$ cat src/rtl/fifo_wr_arbiter_pkg.sv
// Shared definitions for the FIFO write-side arbiter.
package fifo_wr_arbiter_pkg;

   localparam int unsigned NUM_REQ_DEF    = 2;
   localparam int unsigned DATA_WIDTH_DEF = 8;
   localparam int unsigned PTR_WIDTH_DEF  = 2;
   localparam int unsigned PKT_WIDTH_DEF  = 2 * DATA_WIDTH_DEF;

   typedef enum logic [1:0] {
      IDLE    = 2'b00,
      SEND_LO = 2'b01,
      SEND_HI = 2'b10
   } state_e;

   // A packet carries up to two FIFO words.
   function automatic int unsigned pkt_width(input int unsigned dw);
      return 2 * dw;
   endfunction

   // Round-robin successor of a served requester.
   function automatic int unsigned rr_next(input int unsigned owner, input int unsigned n);
      return (owner + 1) % n;
   endfunction

endpackage

$ cat src/rtl/fifo_wr_arbiter_rr_arbiter.sv
// Combinational round-robin select: first set request at or above ptr, else wrap to lowest.
module rr_arbiter #(
   parameter int unsigned NUM_REQ   = 2,
   parameter int unsigned PTR_WIDTH = 2
) (
   input  logic [NUM_REQ-1:0]   req,
   input  logic [PTR_WIDTH-1:0] ptr,
   output logic [NUM_REQ-1:0]   gnt_c,
   output logic                 valid_c
);

   int unsigned start_c;
   logic        found_hi_c;
   logic        found_lo_c;

   // Two passes: upper region from ptr, then wrap-around from index 0.
   always_comb begin
      gnt_c      = '0;
      found_hi_c = 1'b0;
      found_lo_c = 1'b0;
      start_c    = 32'(ptr) % NUM_REQ;
      for (int unsigned i = 0; i < NUM_REQ; i++) begin
         if (req[i] && (i >= start_c) && !found_hi_c) begin
            gnt_c[i]   = 1'b1;
            found_hi_c = 1'b1;
         end
      end
      for (int unsigned i = 0; i < NUM_REQ; i++) begin
         if (req[i] && !found_hi_c && !found_lo_c) begin
            gnt_c[i]   = 1'b1;
            found_lo_c = 1'b1;
         end
      end
      valid_c = found_hi_c | found_lo_c;
   end

endmodule

$ cat src/rtl/fifo_wr_arbiter.sv
// Write-side scheduler: round-robin grant of 1/2-byte packets streamed into the FIFO.
module fifo_wr_arbiter
   import fifo_wr_arbiter_pkg::*;
#(
   parameter int unsigned NUM_REQ    = NUM_REQ_DEF,
   parameter int unsigned DATA_WIDTH = DATA_WIDTH_DEF,
   parameter int unsigned PTR_WIDTH  = PTR_WIDTH_DEF
) (
   input  logic                            CLK,
   input  logic                            RST,
   input  logic [NUM_REQ-1:0]              REQ,
   input  logic [NUM_REQ*2*DATA_WIDTH-1:0] REQ_DATA,
   input  logic [NUM_REQ-1:0]              REQ_TWO,
   output logic [NUM_REQ-1:0]              GNT,
   output logic [NUM_REQ-1:0]              DONE,
   input  logic                            FULL,
   output logic                            W_INC,
   output logic [DATA_WIDTH-1:0]           WR_DATA,
   output logic                            BUSY
);

   localparam int unsigned PKT_WIDTH = pkt_width(DATA_WIDTH);

   state_e                 state_q,   state_d;
   logic [PTR_WIDTH-1:0]   rr_ptr_q,  rr_ptr_d;
   logic [PKT_WIDTH-1:0]   pkt_q,     pkt_d;
   logic                   two_q,     two_d;
   logic [PTR_WIDTH-1:0]   owner_q,   owner_d;
   logic                   w_inc_q,   w_inc_d;
   logic [DATA_WIDTH-1:0]  wr_data_q, wr_data_d;
   logic                   busy_q,    busy_d;

   logic [NUM_REQ-1:0]     arb_gnt_c;
   logic                   arb_valid_c;
   logic                   accept_c;
   logic                   last_c;

   rr_arbiter #(
      .NUM_REQ   (NUM_REQ),
      .PTR_WIDTH (PTR_WIDTH)
   ) u_rr_arbiter (
      .req     (REQ),
      .ptr     (rr_ptr_q),
      .gnt_c   (arb_gnt_c),
      .valid_c (arb_valid_c)
   );

   // Same acceptance qualification the FIFO applies; last_c marks the final byte of a packet.
   assign accept_c = w_inc_q & ~FULL;
   assign last_c   = accept_c & ((state_q == SEND_HI) | ((state_q == SEND_LO) & ~two_q));

   // State, latched packet and registered FIFO-side outputs.
   always_ff @(posedge CLK or negedge RST) begin
      if (!RST) begin
         state_q   <= IDLE;
         rr_ptr_q  <= '0;
         pkt_q     <= '0;
         two_q     <= 1'b0;
         owner_q   <= '0;
         w_inc_q   <= 1'b0;
         wr_data_q <= '0;
         busy_q    <= 1'b0;
      end else begin
         state_q   <= state_d;
         rr_ptr_q  <= rr_ptr_d;
         pkt_q     <= pkt_d;
         two_q     <= two_d;
         owner_q   <= owner_d;
         w_inc_q   <= w_inc_d;
         wr_data_q <= wr_data_d;
         busy_q    <= busy_d;
      end
   end

   // Next state, packet latch, pointer update and next FIFO-side outputs.
   always_comb begin
      state_d  = state_q;
      rr_ptr_d = rr_ptr_q;
      pkt_d    = pkt_q;
      two_d    = two_q;
      owner_d  = owner_q;
      case (state_q)
         IDLE: begin
            if (arb_valid_c) begin
               state_d = SEND_LO;
               for (int unsigned i = 0; i < NUM_REQ; i++) begin
                  if (arb_gnt_c[i]) begin
                     pkt_d   = REQ_DATA[i*PKT_WIDTH +: PKT_WIDTH];
                     two_d   = REQ_TWO[i];
                     owner_d = PTR_WIDTH'(i);
                  end
               end
            end
         end
         SEND_LO: begin
            if (accept_c) begin
               if (two_q) begin
                  state_d = SEND_HI;
               end else begin
                  state_d  = IDLE;
                  rr_ptr_d = PTR_WIDTH'(rr_next(32'(owner_q), NUM_REQ));
               end
            end
         end
         SEND_HI: begin
            if (accept_c) begin
               state_d  = IDLE;
               rr_ptr_d = PTR_WIDTH'(rr_next(32'(owner_q), NUM_REQ));
            end
         end
         default: state_d = IDLE;
      endcase

      w_inc_d = (state_d != IDLE);
      busy_d  = (state_d != IDLE);
      case (state_d)
         SEND_LO: wr_data_d = pkt_d[DATA_WIDTH-1:0];
         SEND_HI: wr_data_d = pkt_d[PKT_WIDTH-1:DATA_WIDTH];
         default: wr_data_d = '0;
      endcase
   end

   // Output decode: grant while idle, completion on the last accepted byte.
   always_comb begin
      GNT     = (state_q == IDLE) ? arb_gnt_c : '0;
      DONE    = '0;
      for (int unsigned i = 0; i < NUM_REQ; i++) begin
         if (last_c && (owner_q == PTR_WIDTH'(i))) begin
            DONE[i] = 1'b1;
         end
      end
      W_INC   = w_inc_q;
      WR_DATA = wr_data_q;
      BUSY    = busy_q;
   end

endmodule

$ cat config.mk
export PLATFORM = sky130hd
export DESIGN_NAME = fifo_wr_arbiter
export DESIGN_NICKNAME = d
export VERILOG_FILES = /design/src/rtl/fifo_wr_arbiter_pkg.sv /design/src/rtl/fifo_wr_arbiter_rr_arbiter.sv /design/src/rtl/fifo_wr_arbiter.sv
export SDC_FILE = /design/constraint.sdc
export NUM_CORES = 1
export LEC_CHECK = 0
export ABC_AREA = 1
export BUFFER_PORTS_ARGS = -buffer_cell sky130_fd_sc_hd__buf_2
export CAP_MARGIN = 20
export CELL_PAD_IN_SITES_DETAIL_PLACEMENT = 1
export CELL_PAD_IN_SITES_GLOBAL_PLACEMENT = 2
export CORE_AREA = 2 2 72 91
export CTS_BUF_LIST = sky130_fd_sc_hd__clkbuf_8
export DETAILED_ROUTE_END_ITERATION = 10
export DIE_AREA = 0 0 74 93
export MAX_ROUTING_LAYER = met4
export PLACE_DENSITY = 0.85
export SLEW_MARGIN = 20
export SYNTH_ARGS = -nofsm -noshare
export SYNTH_HDL_FRONTEND = slang
export SYNTH_SLANG_ARGS = --single-unit
$ cat constraint.sdc
create_clock -name CLK -period 2.1 [get_ports CLK]
set_input_delay 0.42 -clock CLK [delete_from_list [all_inputs] [get_ports CLK]]
set_output_delay 0.42 -clock CLK [all_outputs]
set_load 0.02 [all_outputs]
======== After elaboration in Yosys (flattened, before gate mapping) ========
Cells that the tools add are included.
storage, ports and cells
  output and inout port bits .............. 14
  register bits after elaboration ......... 31
  input bits .............................. 39
  word-level logic and storage cells ...... 71
operators by class
  reductions and logical operators ........ 18
  bitwise gates (word level) .............. 7
  eq/ne operators ......................... 8
  $lt $le $gt $ge ......................... 2
  $add $sub $neg .......................... 1
  muxes and demuxes ....................... 28
operators with widths
  cell                                                  count
  2-to-1 mux 16 bit                                     4
  case mux 8 bit (2 select lines)                       1
  2-to-1 mux 1 bit                                      14
  2-to-1 mux 2 bit                                      7
  logical AND 1 bit                                     8
  equality test 2 x 1 -> 1 bit (second input constant)  3
  inequality test 2 bit (second input constant)         3
  case mux 2 bit (3 select lines)                       1
  nonzero test 2 bit                                    3
  equality test 2 bit (second input constant)           2
  logical NOT 2 bit                                     2
  AND reduction 4 bit                                   1
  AND 1 bit                                             3
  logical NOT 1 bit                                     3
  AND reduction 3 bit                                   1
  >= comparator 1 bit (first input constant)            2
  NOT 1 bit                                             2
  bitwise OR 1 bit                                      2
  case mux 1 bit (2 select lines)                       1
  adder 1 bit (second input constant)                   1

======== Logic depth before layout (Yosys ltp) ========
Gate-level depths: netlist of the first run.
  depth after elaboration ................. 17
  mapped depth ............................ 10

======== Cells and area by module ========
Synthesis of the first run repeated with hierarchy kept, for this count alone.
second synthesis, totals
  cell total of the unflattened synthesis .. 265
  area, all modules ....................... 1839.3 um^2
by module, submodules not included
  module           seq. area each (um^2)  times used  cells an instance  area an instance (um^2)
  fifo_wr_arbiter  750.7                  1           258                1809.2
  rr_arbiter       0.0                    1           7                  30.0

======== Worst setup path after synthesis of the first run ========
OpenSTA, ideal clock, no wires.
  path kind ............................... in2reg
  start point ............................. input REQ[1]
  end point ............................... register wr_data_q[0] (netlist: WR_DATA[0])
  data arrival time ....................... 1.626 ns
  required time ........................... 1.973 ns
  stages on the path ...................... 10
  path slack .............................. 0.347 ns
  library setup time ...................... 0.127 ns
  buffers on the path ..................... 3
  cells stage by stage .................... buf_6 -> nor2_4 -> nor2_8 -> buf_6 -> a21oi_1 -> inv_1 -> ha_1 -> buf_4 -> nand2_1 -> a21oi_1
between the ends
  longest elaborated chain between the ends .. 14
  elaborated cells on any way between the ends .. 23
  classes of those cells .................. eq/ne: 2; mux: 13; bitwise: 1; reduce/logical: 7
RTL lines
  what                                                                 RTL line                          RTL
  start: declaration                                                   fifo_wr_arbiter.sv:11             input logic [NUM_REQ-1:0] REQ,
  logical AND 1 bit (2 in a row)                                       fifo_wr_arbiter_rr_arbiter.sv:23  if (req[i] && (i >= start_c) && !found_hi_c) begin
  2-to-1 mux 1 bit                                                     fifo_wr_arbiter_rr_arbiter.sv:23
  logical NOT 1 bit                                                    fifo_wr_arbiter_rr_arbiter.sv:29  if (req[i] && !found_hi_c && !found_lo_c) begin
  logical AND 1 bit                                                    fifo_wr_arbiter_rr_arbiter.sv:29
  2-to-1 mux 1 bit                                                     fifo_wr_arbiter_rr_arbiter.sv:29
  logical NOT 1 bit                                                    fifo_wr_arbiter_rr_arbiter.sv:29
  logical AND 1 bit                                                    fifo_wr_arbiter_rr_arbiter.sv:29
  2-to-1 mux 1 bit                                                     fifo_wr_arbiter_rr_arbiter.sv:29
  bitwise OR 1 bit *                                                   fifo_wr_arbiter_rr_arbiter.sv:34  valid_c = found_hi_c | found_lo_c;
  2-to-1 mux 2 bit *                                                   fifo_wr_arbiter.sv:84             if (arb_valid_c) begin
  case mux 2 bit (3 select lines) *                                    fifo_wr_arbiter.sv:82             case (state_q)
  via state_d[0]                                                       fifo_wr_arbiter.sv:24             state_e state_q, state_d;
  equality test 2 bit or equality test 2 x 1 -> 1 bit (tied branches)  fifo_wr_arbiter.sv:116            case (state_d)
  case mux 8 bit (2 select lines) *                                    fifo_wr_arbiter.sv:116
  via wr_data_d[0]                                                     fifo_wr_arbiter.sv:30             logic [DATA_WIDTH-1:0] wr_data_q, wr_data_d;
  end signal: assignment                                               fifo_wr_arbiter.sv:70             wr_data_q <= wr_data_d;
  end: declaration                                                     fifo_wr_arbiter.sv:30
Mark *: on every way through the listed nets, which the timed path passes. The rest lies on a longest branch.
A chain may end at the register's enable or synchronous reset.

======== Worst setup path in the final report of the first run ========
  start point ............................. register state_q[1]
  end point ............................... output DONE[1]
between the ends
  longest elaborated chain between the ends .. 6
  elaborated cells on any way between the ends .. 7
  classes of those cells .................. eq/ne: 2; mux: 1; bitwise: 3; reduce/logical: 1
RTL lines
  what                          RTL line                RTL
  start: declaration            fifo_wr_arbiter.sv:24
  start signal: assignment      fifo_wr_arbiter.sv:64   state_q <= state_d;
  equality test 2 x 1 -> 1 bit  fifo_wr_arbiter.sv:50   assign last_c = accept_c & ((state_q == SEND_HI) | ((state_q == SEND_LO) & ~two_q));
  AND 1 bit                     fifo_wr_arbiter.sv:50
  bitwise OR 1 bit *            fifo_wr_arbiter.sv:50
  AND 1 bit *                   fifo_wr_arbiter.sv:50
  logical AND 1 bit *           fifo_wr_arbiter.sv:128  if (last_c && (owner_q == PTR_WIDTH'(i))) begin
  2-to-1 mux 1 bit *            fifo_wr_arbiter.sv:128
  end: declaration              fifo_wr_arbiter.sv:15   output logic [NUM_REQ-1:0] DONE,
Every way passes the cells marked *; elsewhere a longest branch is shown, timed or not.

==> results of run 1 <==
[worst reg2reg max path: stages, from the launching register on]
cell,delay [ns]
dfrtp_1,0.40
inv_1,0.12
nand2_1,0.09
inv_1,0.08
nand2_1,0.05
o21ai_0,0.28
inv_1,0.11
ha_1,0.28
inv_1,0.21
a21oi_1,0.08
[per-layer routing]
layer  vias to the layer above  wire length [um]  part of all wire [%]  track usage (%)
met3                         4               241                   5.0             3.34
met4                         0                42                  0.87             3.18
met1                       734              2170                    45             19.7
met2                        40              2380                    49             28.5
met5                         -                 0                     0                -
li1                        795                 -                     -                -
[flip-flops by register name, summed over array words and instances, names as in the netlist]
register / cells
WR_DATA: 8
rr_ptr_q: 1
owner_q: 1
BUSY: 1
two_q: 1
state_q: 2
pkt_q: 16
[cell families (layout without fill, tap and decap cells)]
kind of cell | after synthesis | after routing | share of synthesized area (%)
simple gates | 123 | 123 | 36.6
buf+inv | 40 | 93 | 11.6
flops | 30 | 30 | 42.9
compound gates | 20 | 20 | 6.71
fa+ha+maj | 3 | 3 | 2.14
[metrics by stage]
step | power, mW | utilization, % | instance area [sq um]
CTS | 2.87 | 35.5 | 2140
finish | 2.82 | 35.5 | 2140
floorplan | 2.00 | - | 1750
global placement | 2.34 | 34.0 | 2050
detailed placement | 2.36 | 34.0 | 2050
global route | 3.12 | 35.5 | 2140
[Yosys cell counts]
cell type | count | area, sq um
dfrtp_1 | 30 | 751
o22ai_1 | 1 | 6.26
nor2_1 | 6 | 22.5
nor2_8 | 1 | 20.0
inv_2 | 1 | 3.75
nand2_1 | 53 | 199
ha_1 | 3 | 37.5
or2_2 | 1 | 6.26
o21ai_2 | 1 | 8.76
buf_6 | 5 | 56.3
nand2_4 | 2 | 22.5
nand3_1 | 29 | 145
buf_4 | 4 | 30.0
buf_2 | 1 | 5.00
nand3b_1 | 22 | 165
a21oi_1 | 10 | 50.1
nor2_4 | 1 | 11.3
clkbuf_1 | 1 | 3.75
a21boi_0 | 4 | 30.0
inv_1 | 28 | 105
nand2_2 | 8 | 50.1
o21ai_0 | 3 | 15.0
o21bai_1 | 1 | 7.51
[report_power, final]
group / internal (mW) / switching [mW] / total [mW] / leakage, nW
combinational: 0.456 / 0.952 / 1.41 / 0.727
sequential: 0.833 / 0.0908 / 0.923 / 0.365
clock: 0.259 / 0.226 / 0.485 / 0.0524
[area by class of cell]
type / instances / area [sq um] / share of cell area (%)
well taps: 85 / 106 / 4.96
clock buffers: 6 / 82.6 / 3.85
multi-input cells: 146 / 797 / 37.2
repair buffers: 56 / 290 / 13.5
clock inverters: 2 / 8.76 / 0.408
inverters: 29 / 109 / 5.08
flip-flops and latches: 30 / 751 / 35.0
[worst paths after layout]
check | depth (start not counted) | to | startpoint | slack, ns
worst min register to register | 2 | pkt_q[0] | pkt_q[0] | 0.49
worst min-delay path | 1 | pkt_q[12] | RST | 0.18
min in group CLK | 3 | two_q | REQ_TWO[0] | 0.41
worst max-delay path | 6 | DONE[1] | state_q[1] | 0.19
worst max register to register | 9 | WR_DATA[2] | state_q[1] | 0.28
max in group asynchronous | 1 | WR_DATA[2] | RST | 1.47
==> impl_metrics.yaml, run 1 <==
global_route:
  grt_overflow: 0
  grt_use_total_pct: 16.5
  grt_pass1_vias: 1774
  antenna_found_initial: 0
  grt_max_degree: 31
  grt_pass1_wl_um: 8460
placed_design:
  io_buffers: 52
  gp_congestion: 0.719
  dp_hpwl_um: 3610
  post-place-ws_ns: 0.163
  dp_cells: 346
clock_network:
  cts_root_buf: "clkbuf_8"
  cts_resized: 0
  cts_setup_buffers: 0
  cts-buffers-inserted: 5
  clk_path_buf_depth: 2
  ctsHoldBuffers: 0
  clock_latency_ns: 0.28
  clk_pin_slew_ns: 0.07
  cts_tree: "yes"
  cts_sinks: 30
  h-tree-depth: 2
routing:
  routedWlPerCell_um: 13.7
  viasPerCell: 4.44
  vias: 1573
  drt_first_pass_iters: 4
  drt_iter0_markers: 62
  ant_nets: 0
  routed_wl_um: 4830
  drc_errors: 0
synth:
  syn_avg_cell_area_sq_um: 8.11
  ys_seq_area_share_pct: 42.9
  synth_warnings: 0
  syn_area_sq_um: 1750
  ys_ff_latch: 30
  syn-num-nets: 258
  netlist_instances: 216
  synth_cell_type_count: 23
critical_path:
  crit_path_start_kind: "register"
  crit_buf_inv: 2
  path_cells: "inv_1 > nand2_1 > o21ai_0 > nand2_1 > nor2_1 > buf_2"
  crit_type: "reg -> out"
  crit_top_cell: "nand2_1"
  slowest_stage: "dfrtp_1"
  cp_max_fo: 3
  crit_family: "flip-flops"
  endpoint_kind: "primary output"
  cp.required_ns: 1.68
  cpPeakStageDelay_ns: 0.40
  cp.arrival_ns: 1.49
sta:
  setup_tns_ns: 0
  min_period_ns: 1.91
  whs_ns: 0.183
  relSlewSlack_pct: 53.7
  period_share_pct: 90.9
  worst_clock_skew_ns: 0.00739
  finalMaxSlewViolations: 0
  hold_viol_final: 0
  rsz0062_at_grt: "no"
  setup_ws_ns: 0.191
  worst_pin_slew_ns: 0.694
  clock.fmax_ghz: 0.524
  final-setup-viol-count: 0
floorplanning:
  io_pins: 53
  fp-row-count: 32
  initial_core_util_pct: 29.0
  dieWidth_um: 74
  dieArea_sq_um: 6880
  core_area_sq_um: 6050
  die_y_um: 93
cells_and_area:
  n_fill_cell: 762
  drive_gt1_share_pct: 29.0
  final_common_cell: "nand2_1"
  finish.net_count: 310
  final_cell_mix: "nand2_1, buf_2, dfrtp_1"
  area_delta_synth_final_pct: 22.4
  antenna_cells: 0
  finalNonFillerCells: 354
pwr:
  ir_drop_uv: 426
  p_leak_nw: 1.14
  p_per_area_nw_per_um2: 1310
run_status:
  status: "completed"
hold_path:
  min-delay-path-class: "in -> async"
flow_run:
  drv_cap: 0
Note: power is estimated with default switching activity, not from simulation.
==> run 2: changes to the inputs <==
Settings changed: CORE_AREA 2 2 72 91 to 2 2 70 88, DIE_AREA 0 0 74 93 to 0 0 72 90, PLACE_DENSITY 0.85 to 0.89.
Clock period 2.1 ns to 2.2 ns, I/O delays scaled along.
==> impl_metrics.yaml, run 2 (synthesis gave the netlist of run 1 again) <==
run_status:
  status: "completed"
pwr:
  p_leak_nw: 1.15
  pwr-share-comb_pct: 48.9
  power_frac_seq_pct: 31.8
  p_int_mw: 1.55
  ir_drop_uv: 352
  p_sw_mw: 1.22
  switching_share_pct: 44.0
  clockPowerShare_pct: 19.3
  p_per_area_nw_per_um2: 1290
routing:
  drt_first_pass_iters: 4
  drt_iter0_markers: 50
  routedWlPerCell_um: 15.0
  route.met2.wl_um: 2610
  drc_errors: 0
  routed-wl-met3_um: 218
  ant_nets: 0
  viasPerCell: 4.76
  drt-met1-wl_um: 2140
  highest_layer: "met4"
  vias: 1594
  routed_wl_um: 5040
cells_and_area:
  final_cell_mix: "nand2_1, buf_2, dfrtp_1"
  antenna_cells: 0
  finish.net_count: 310
  final_common_cell: "nand2_1"
  drive_gt1_share_pct: 29.4
  regMostFlops: "pkt_q"
  design_area_sq_um: 2140
  area_delta_synth_final_pct: 22.1
  largest_reg_flops: 16
sta:
  worst_clock_skew_ns: 0.00293
  period_share_pct: 88.4
  hold_viol_final: 0
  finalMaxSlewViolations: 0
  rsz0062_at_grt: "no"
  relSlewSlack_pct: 51.3
  final-setup-viol-count: 0
  setup_tns_ns: 0
  min_period_ns: 1.94
  clock.fmax_ghz: 0.514
  worst_pin_slew_ns: 0.730
flow_run:
  drv_cap: 0
critical_path:
  crit_path_start_kind: "register"
  cp.arrival_ns: 1.50
  rrSetupSlack_ns: 0.33
  cp_max_fo: 3
  endpoint_kind: "primary output"
  crit_type: "reg -> out"
  r2r_end: "WR_DATA[3]"
  r2r-start: "state_q[1]"
  cp.required_ns: 1.76
  reg2reg_depth: 8
placed_design:
  io_buffers: 52
  gp_congestion: 0.727
  dp_hpwl_um: 3730
  dpl_cell_area_sq_um: 2030
clock_network:
  cts_setup_buffers: 0
  cts_sinks: 30
  clock_latency_ns: 0.28
  cts_resized: 0
  h-tree-depth: 2
  clk_pin_slew_ns: 0.07
  clk_path_buf_depth: 2
  ctsHoldBuffers: 0
  cts-buffers-inserted: 5
  cts_tree: "yes"
  cts_root_buf: "clkbuf_8"
floorplanning:
  die_y_um: 90
  core_area_sq_um: 5700
  initial_core_util_pct: 30.7
  dieArea_sq_um: 6480
  io_pins: 53
  dieWidth_um: 72
  fp-row-count: 31
global_route:
  grt_max_degree: 31
  antenna_found_initial: 0
  grt_use_total_pct: 17.8
  grt_pass1_vias: 1788
  grt_overflow: 0
  grt_pass1_wl_um: 8630
hold_path:
  min-delay-path-class: "in -> async"
run 2: routing by layer:
metal	vias to the layer above	global-route usage, %
li1	792	-
met1	750	20.5
met2	46	30.8
met3	6	3.14
met4	0	5.82
met5	-	-
run 2: worst max path at each step:
stage / start / end / slack, ns / cells past startpoint
detailed placement: REQ[0] / WR_DATA[3] / 0.21 / 7
floorplan: REQ[1] / WR_DATA[0] / 0.43 / 10
finish: state_q[1] / DONE[1] / 0.26 / 6
CTS: state_q[1] / DONE[1] / 0.22 / 6
global placement: REQ[0] / WR_DATA[4] / 0.29 / 8
global route: state_q[1] / DONE[1] / 0.03 / 6
run 2: area by class of cell:
cell class | count | area, sq um
clock buffer | 8 | 110
multi-input combinational | 146 | 797
inverter | 29 | 109
fill | 726 | 3560
timing repair buffer | 56 | 290
sequential | 30 | 751
tap | 66 | 82.6
run 2: through the flow:
stage	total power [mW]	util, %	std cells	setup WS, ns	hold WS, ns
final	2.77	37.5	335	0.255	0.214
after global routing	3.03	37.5	335	0.0310	0.243
after CTS	2.81	37.5	335	0.218	0.224
after detailed placement	2.26	35.6	327	0.205	0.465
after global placement	2.21	35.6	327	0.289	0.463
after floorplan	1.91	-	216	0.427	0.144
run 2: power by group through the flow:
stage | Clock [mW] | Sequential (mW) | Combinational [mW]
floorplan | 0 | 0.924 | 0.987
global placement | 0 | 0.884 | 1.33
finish | 0.533 | 0.880 | 1.35
detailed placement | 0 | 0.891 | 1.37
CTS | 0.551 | 0.883 | 1.38
global route | 0.573 | 0.906 | 1.56
run 2: worst max-delay path, cell delays in order (launching register included):
cell and delay (ns):
dfrtp_1 0.40, inv_1 0.12, nand2_1 0.08, o21ai_0 0.17, nand2_1 0.13, nor2_1 0.14, buf_2 0.18
